`src/rtl/accum_seq_pkg.sv`:
```
// Shared types and helpers for the accumulator tile sequencer.
// The mode codes must match the systolic datapath's decoding.
package accum_seq_pkg;

  typedef enum logic [2:0] {
    IDLE  = 3'd0,
    FEED  = 3'd1,
    GAP   = 3'd2,
    DRAIN = 3'd3,
    DONE  = 3'd4
  } seq_state_e;

  // Datapath mode codes; 0/2 feed on flag bit 1, 1/3 feed on flag bit 0.
  localparam logic [1:0] MODE_0 = 2'd0;
  localparam logic [1:0] MODE_1 = 2'd1;
  localparam logic [1:0] MODE_2 = 2'd2;
  localparam logic [1:0] MODE_3 = 2'd3;

  function automatic logic fv_bit_sel(input logic [1:0] mode);
    return (mode == MODE_0) || (mode == MODE_2);
  endfunction

endpackage

```
`src/rtl/accum_tile_sequencer_if.sv`:
```
// Control bundle between the tile sequencer and its feeder/accumulator buffer.
// slave is the sequencer's view, master the driving side.
interface accum_tile_sequencer_if #(
  parameter int CNT_W   = 8,
  parameter int CHUNK_W = 8
);
  logic               start;
  logic [1:0]         mode;
  logic [CHUNK_W-1:0] num_chunks;
  logic [CNT_W-1:0]   chunk_len;
  logic               feed_ready;
  logic [1:0]         mode_FV_if;
  logic               store;
  logic               overwrite;
  logic [1:0]         mode_out;
  logic [CHUNK_W-1:0] chunk_idx;
  logic               busy;
  logic               done;

  modport master (
    output start, mode, num_chunks, chunk_len, feed_ready,
    input  mode_FV_if, store, overwrite, mode_out, chunk_idx, busy, done
  );

  modport slave (
    input  start, mode, num_chunks, chunk_len, feed_ready,
    output mode_FV_if, store, overwrite, mode_out, chunk_idx, busy, done
  );
endinterface

```
`src/rtl/accum_tile_sequencer.sv`:
```
// Walks one output tile across its K-chunks, driving feed-valid flags and
// the store/overwrite pair captured downstream on the flag's falling edge.
//
// state | meaning
// IDLE  | waiting for start, all outputs 0
// FEED  | active flag high, counting accepted beats
// GAP   | one cycle with flag low; downstream captures store/overwrite
// DRAIN | datapath drain wait, beat counter reused as drain counter
// DONE  | one-cycle completion pulse
module accum_tile_sequencer
  import accum_seq_pkg::*;
#(
  parameter int CNT_W        = 8,
  parameter int CHUNK_W      = 8,
  parameter int DRAIN_CYCLES = 16
) (
  input logic                   clk,
  input logic                   rst,
  accum_tile_sequencer_if.slave bus
);

  localparam logic [CNT_W-1:0] DRAIN_LAST = CNT_W'(DRAIN_CYCLES - 1);

  seq_state_e         state, state_nxt;
  logic [CNT_W-1:0]   cnt, cnt_nxt;
  logic [CNT_W-1:0]   len_r, len_nxt;
  logic [CHUNK_W-1:0] idx_r, idx_nxt;
  logic [CHUNK_W-1:0] nch_r, nch_nxt;
  logic [1:0]         mode_r, mode_nxt;
  logic               store_r, store_nxt;
  logic               ovw_r, ovw_nxt;

  always_ff @(posedge clk or negedge rst) begin
    if (!rst) begin
      state   <= IDLE;
      cnt     <= '0;
      len_r   <= '0;
      idx_r   <= '0;
      nch_r   <= '0;
      mode_r  <= '0;
      store_r <= 1'b0;
      ovw_r   <= 1'b0;
    end else begin
      state   <= state_nxt;
      cnt     <= cnt_nxt;
      len_r   <= len_nxt;
      idx_r   <= idx_nxt;
      nch_r   <= nch_nxt;
      mode_r  <= mode_nxt;
      store_r <= store_nxt;
      ovw_r   <= ovw_nxt;
    end
  end

  always_comb begin
    state_nxt = state;
    cnt_nxt   = cnt;
    len_nxt   = len_r;
    idx_nxt   = idx_r;
    nch_nxt   = nch_r;
    mode_nxt  = mode_r;
    store_nxt = store_r;
    ovw_nxt   = ovw_r;
    case (state)
      IDLE: begin
        if (bus.start) begin
          mode_nxt  = bus.mode;
          nch_nxt   = (bus.num_chunks == '0) ? CHUNK_W'(1) : bus.num_chunks;
          len_nxt   = (bus.chunk_len == '0) ? CNT_W'(1) : bus.chunk_len;
          idx_nxt   = '0;
          cnt_nxt   = '0;
          ovw_nxt   = 1'b1;
          store_nxt = (nch_nxt == CHUNK_W'(1));
          state_nxt = FEED;
        end
      end
      FEED: begin
        if (bus.feed_ready) begin
          if (cnt == len_r - CNT_W'(1)) state_nxt = GAP;
          else                          cnt_nxt   = cnt + CNT_W'(1);
        end
      end
      GAP: begin
        cnt_nxt = '0;
        if (idx_r == nch_r - CHUNK_W'(1)) begin
          state_nxt = DRAIN;
        end else begin
          idx_nxt   = idx_r + CHUNK_W'(1);
          ovw_nxt   = 1'b0;
          store_nxt = (idx_nxt == nch_r - CHUNK_W'(1));
          state_nxt = FEED;
        end
      end
      DRAIN: begin
        if (cnt == DRAIN_LAST) begin
          store_nxt = 1'b0;
          ovw_nxt   = 1'b0;
          idx_nxt   = '0;
          state_nxt = DONE;
        end else begin
          cnt_nxt = cnt + CNT_W'(1);
        end
      end
      DONE: begin
        mode_nxt  = '0;
        state_nxt = IDLE;
      end
      default: state_nxt = IDLE;
    endcase
  end

  // Outputs decode registered state only; no input reaches them combinationally.
  assign bus.mode_FV_if = (state == FEED) ? (fv_bit_sel(mode_r) ? 2'b10 : 2'b01) : 2'b00;
  assign bus.store      = store_r;
  assign bus.overwrite  = ovw_r;
  assign bus.mode_out   = mode_r;
  assign bus.chunk_idx  = idx_r;
  assign bus.busy       = (state != IDLE);
  assign bus.done       = (state == DONE);

endmodule

```
`src/flat_wrapper.sv`:
```
// flat-port wrapper written by rule: the top's interface ports become plain ports
module accum_tile_sequencer_flat import accum_seq_pkg::*;
#(
  parameter int CNT_W        = 8,
  parameter int CHUNK_W      = 8,
  parameter int DRAIN_CYCLES = 16
)
  (clk, rst, bus_start, bus_mode, bus_num_chunks, bus_chunk_len, bus_feed_ready, bus_mode_FV_if, bus_store, bus_overwrite, bus_mode_out, bus_chunk_idx, bus_busy, bus_done);
  accum_tile_sequencer_if #(.CNT_W(CNT_W), .CHUNK_W(CHUNK_W)) bus_i ();
  input logic clk;
  input logic rst;
  input wire logic [$bits(bus_i.start)-1:0] bus_start;
  input wire logic [$bits(bus_i.mode)-1:0] bus_mode;
  input wire logic [$bits(bus_i.num_chunks)-1:0] bus_num_chunks;
  input wire logic [$bits(bus_i.chunk_len)-1:0] bus_chunk_len;
  input wire logic [$bits(bus_i.feed_ready)-1:0] bus_feed_ready;
  output wire logic [$bits(bus_i.mode_FV_if)-1:0] bus_mode_FV_if;
  output wire logic [$bits(bus_i.store)-1:0] bus_store;
  output wire logic [$bits(bus_i.overwrite)-1:0] bus_overwrite;
  output wire logic [$bits(bus_i.mode_out)-1:0] bus_mode_out;
  output wire logic [$bits(bus_i.chunk_idx)-1:0] bus_chunk_idx;
  output wire logic [$bits(bus_i.busy)-1:0] bus_busy;
  output wire logic [$bits(bus_i.done)-1:0] bus_done;
  assign bus_i.start = bus_start;
  assign bus_i.mode = bus_mode;
  assign bus_i.num_chunks = bus_num_chunks;
  assign bus_i.chunk_len = bus_chunk_len;
  assign bus_i.feed_ready = bus_feed_ready;
  assign bus_mode_FV_if = bus_i.mode_FV_if;
  assign bus_store = bus_i.store;
  assign bus_overwrite = bus_i.overwrite;
  assign bus_mode_out = bus_i.mode_out;
  assign bus_chunk_idx = bus_i.chunk_idx;
  assign bus_busy = bus_i.busy;
  assign bus_done = bus_i.done;
  accum_tile_sequencer #(.CNT_W(CNT_W), .CHUNK_W(CHUNK_W), .DRAIN_CYCLES(DRAIN_CYCLES)) u_core (.clk(clk), .rst(rst), .bus(bus_i));
endmodule
```
`config.mk`:
```
export PLATFORM = sky130hd
export DESIGN_NAME = accum_tile_sequencer_flat
export DESIGN_NICKNAME = d
export VERILOG_FILES = /design/src/rtl/accum_seq_pkg.sv /design/src/rtl/accum_tile_sequencer_if.sv /design/src/rtl/accum_tile_sequencer.sv /design/src/flat_wrapper.sv
export SDC_FILE = /design/constraint.sdc
export NUM_CORES = 1
export LEC_CHECK = 0
export ABC_AREA = 0
export CORE_ASPECT_RATIO = 1.5
export CORE_MARGIN = 3
export CORE_UTILIZATION = 40
export CTS_CLUSTER_SIZE = 20
export DETAILED_ROUTE_END_ITERATION = 8
export PLACE_DENSITY = 0.7
export REMOVE_ABC_BUFFERS = 1
export SLEW_MARGIN = 25
export SYNTH_ARGS = -nofsm -noshare
export SYNTH_HDL_FRONTEND = slang
export SYNTH_SLANG_ARGS = --single-unit
```
`constraint.sdc`:
```
create_clock -name clk -period 3.5 [get_ports clk]
set_clock_uncertainty 0.2 [all_clocks]
set_input_delay 0.7 -clock clk [delete_from_list [all_inputs] [get_ports clk]]
set_output_delay 0.7 -clock clk [all_outputs]
set_load 0.005 [all_outputs]
```
==> reports/summary.json <==
{
  "yosys": {
    "synthesized_area_fraction_occupied_by_ao_oa_aoi_and_oai_cells_pct": 16.13,
    "ys.warnings.count": 0,
    "synth_seq_cells": 39,
    "postSynthCellCount": 260,
    "synth_simple_gate_area_share_pct": 20.74,
    "synthDistinctLibCells": 55,
    "postSynthAreaPerCell_um2": 9.817,
    "muxShareOfSynthArea_pct": 6.324,
    "synth.yosys.seq_area_share_pct": 38.24,
    "synth-edff-count": 0,
    "dominant_combinational_cell_family_by_area_after_synthesis": "simple AND/OR/NAND/NOR gates",
    "async_reset_ff_share_pct": 100.0,
    "synthAdderAreaFrac_pct": 1.961,
    "post_synth_xor_area_fraction_pct": 12.25,
    "synth.cell_area_mm2": 0.002552,
    "dominantRegCellSynth": "sky130_fd_sc_hd__dfrtp_1"
  },
  "global_routing": {
    "pin_count_of_the_biggest_net_entering_global_routing": 40,
    "globalRouteOverflowTotal": 0,
    "grt_first_pass_wirelength_mm": 9.597,
    "grt_antenna_before_repair": 0,
    "globalRouteTotalUtil_pct": 15.97,
    "grt_pass1_vias": 1943
  },
  "cells_and_area": {
    "layout.cells.most_common_list": "sky130_fd_sc_hd__dfrtp_1 (39), sky130_fd_sc_hd__clkdlybuf4s50_1 (36), sky130_fd_sc_hd__nand2_1 (17)",
    "share_of_layout_cells_above_drive_strength_1_pct": 13.09,
    "finish.net_count": 323,
    "leading_cell_type_in_the_layout_fill_and_taps_excluded": "sky130_fd_sc_hd__dfrtp_1",
    "flow.area_growth_from_synthesis_pct": 20.44,
    "antenna_cells": 0
  },
  "detailed_routing": {
    "wl_met2_mm": 3.180,
    "route.detailed.wl_per_inst_um": 15.49,
    "route.antenna.remaining_nets": 0,
    "route.final.wire_length_mm": 5.761,
    "routed.top_layer": "met4",
    "dr_wl_met3_um": 188,
    "routed_length_on_met1_mm": 2.353,
    "dr_total_vias": 2120,
    "avgViaCountPerCell": 5.699,
    "detail_route.first_pass.iterations": 5,
    "detail_route.iter0.violations": 192,
    "drt_drc_violations_left": 0
  },
  "clock_network": {
    "cts-hold-fix-buffers": 0,
    "htree_num_levels": 2,
    "clk_latency_ns": 0.29,
    "cts.clk_slew.worst_paths_ns": 0.08,
    "cts_root_buffer": "sky130_fd_sc_hd__clkbuf_8",
    "cts_buffer_depth": 2,
    "cts_made_buffers": 5,
    "cts-resized-gates": 0,
    "cts_tree": "done",
    "cts_setup_buffers": 0,
    "clock-sinks": 39
  },
  "critical_path": {
    "cp.arrival_ns": 2.83,
    "worstSetupEndpointType": "flip-flop",
    "cp-start-kind": "flip-flop",
    "critical_path_class": "flip-flop to flip-flop",
    "critPathMaxFanout": 12,
    "timing.critical_path.required_ns": 3.48
  },
  "die": {
    "row_count": 35,
    "start_util_pct": 41.34,
    "die_x_um": 71.23,
    "ioPinCount": 38,
    "core-area_mm2": 0.006175,
    "die_area_mm2": 0.007396,
    "fp.dieH_um": 103.8
  },
  "sta": {
    "tns_ns": 0,
    "worst-slew-pin-transition_ns": 0.8758,
    "fmax_ghz": 0.3507,
    "timing.slew.headroom_pct": 41.61,
    "number_of_setup_violations_in_the_final_report": 0,
    "grt_setup_unrepaired": "no",
    "drv_slew": 0,
    "timing.final.crit_share_pct": 81.46,
    "final_hold_vio_count": 0,
    "worst_hold_slack_across_all_endpoints_ns": 0.3107,
    "timing.final.crit_period_ns": 2.851
  },
  "flow_run": {
    "timing.max_cap.violations": 0
  },
  "pwr": {
    "leakage_nw": 1.284,
    "power-per-cell-area_mw_per_mm2": 735.8,
    "peakVddDrop_uv": 433.6
  },
  "placement": {
    "gp_congestion": 0.8113,
    "place_hpwl_mm": 4.361,
    "number_of_buffers_inserted_by_port_buffering": 37
  },
  "hold_path": {
    "hp_class": "input port to async pin"
  },
  "outcome": {
    "run_status": "finished, final reports clean"
  }
}
-- flip-flops by register name, summed over array words and instances (netlist names) --
signal,flops
u_core.bus.overwrite,1
u_core.state,3
u_core.nch_r,8
u_core.len_r,8
u_core.bus.store,1
u_core.cnt,8
u_core.bus.mode_out,2
u_core.bus.chunk_idx,8
-- final cells by class --
class	instances	area [um^2]
Clock buffer	7	96.34
Fill cell	568	3100
Sequential cell	39	975.9
Multi-Input combinational cell	198	1465
Clock inverter	1	7.507
Inverter	13	48.80
Timing Repair Buffer	40	387.9
Tap cell	74	92.59
-- critical path, stage by stage, from the launching register on --
cell,delay [ns]
sky130_fd_sc_hd__dfrtp_1,0.47
sky130_fd_sc_hd__or3b_1,0.58
sky130_fd_sc_hd__nor3_1,0.25
sky130_fd_sc_hd__nand3_1,0.11
sky130_fd_sc_hd__nor4_2,0.28
sky130_fd_sc_hd__buf_4,0.21
sky130_fd_sc_hd__or2_1,0.31
sky130_fd_sc_hd__mux2_4,0.33
-- stage by stage --
step | instance area [um^2] | utilization, % | power, mW | worst slack (ns) | std cells
3_5_place_dp | 2970 | 48.11 | 1.934 | 0.6439 | 364
3_3_place_gp | 2970 | 48.11 | 1.914 | 0.6725 | 364
2_1_floorplan | 2490 | - | 1.600 | 0.6448 | 250
4_1_cts | 3074 | 49.79 | 2.284 | 0.6553 | 372
5_1_grt | 3074 | 49.79 | 2.448 | 0.5006 | 372
6_report | 3074 | 49.79 | 2.262 | 0.6487 | 372
-- logic make-up after synthesis --
family          count (synthesis)
compound gates                 56
xor+xnor                       31
fa+ha+maj                       4
buf+inv                        23
flops                          39
mux                            14
simple gates                   93
-- metal layers --
metal  track usage [%]  vias up
li1                  -     1031
met1             20.44     1038
met2             27.50       45
met3             2.718        6
met4             3.898        0
met5                 0        -
-- final timing paths --
path / endpoint / startpoint / slack, ns / cells past startpoint
max: u_core.bus.store / u_core.state[2] / 0.65 / 7
min: u_core.len_r[4] / rst / 0.31 / 1
max reg2reg: u_core.bus.store / u_core.state[2] / 0.65 / 7
min reg2reg: u_core.bus.store / u_core.bus.store / 0.32 / 1
max in group asynchronous: u_core.state[0] / rst / 2.22 / 1
min in group clk: u_core.bus.store / u_core.bus.store / 0.32 / 1
-- synthesized netlist by cell type (2+ instances only) --
cell type                    n  area [um^2]
sky130_fd_sc_hd__buf_6       3        33.78
sky130_fd_sc_hd__a2bb2oi_1   3        26.28
sky130_fd_sc_hd__inv_1      13        48.80
sky130_fd_sc_hd__xor2_1     13        113.9
sky130_fd_sc_hd__nand2b_1    3        18.77
sky130_fd_sc_hd__a31o_2      5        43.79
sky130_fd_sc_hd__a21o_1      2        15.01
sky130_fd_sc_hd__nor2b_1     3        18.77
sky130_fd_sc_hd__o21ai_2     2        17.52
sky130_fd_sc_hd__nor3_1     10        50.05
sky130_fd_sc_hd__xnor3_1     3        67.56
sky130_fd_sc_hd__nor4b_1     2        17.52
sky130_fd_sc_hd__a22oi_1     3        22.52
sky130_fd_sc_hd__nor4_2      2        25.02
sky130_fd_sc_hd__ha_1        4        50.05
sky130_fd_sc_hd__o31ai_1     8        60.06
sky130_fd_sc_hd__o21ai_0    14        70.07
sky130_fd_sc_hd__nor3b_1     4        30.03
sky130_fd_sc_hd__nand2_1    17        63.81
sky130_fd_sc_hd__mux2_2     13        146.4
sky130_fd_sc_hd__clkbuf_1    5        18.77
sky130_fd_sc_hd__nand3_1     6        30.03
sky130_fd_sc_hd__and2_1      4        25.02
sky130_fd_sc_hd__a31oi_1     2        12.51
sky130_fd_sc_hd__nand4_1     5        31.28
sky130_fd_sc_hd__nor2_1     10        37.54
sky130_fd_sc_hd__and3_1      8        50.05
sky130_fd_sc_hd__xnor2_1    15        131.4
sky130_fd_sc_hd__or4_1       4        30.03
sky130_fd_sc_hd__a21boi_0    3        22.52
sky130_fd_sc_hd__dfrtp_1    39        975.9
sky130_fd_sc_hd__nor4_1      6        37.54
sky130_fd_sc_hd__or3_1       2        12.51
sky130_fd_sc_hd__or2_0       2        12.51
sky130_fd_sc_hd__a21oi_1     2        10.01
-- where the power goes --
group          switching, mW  internal, mW  total (mW)
Combinational          0.549         0.585        1.13
Clock                  0.159         0.179       0.338
Sequential             0.191         0.599       0.790
Power figures use the tool's default switching activity.
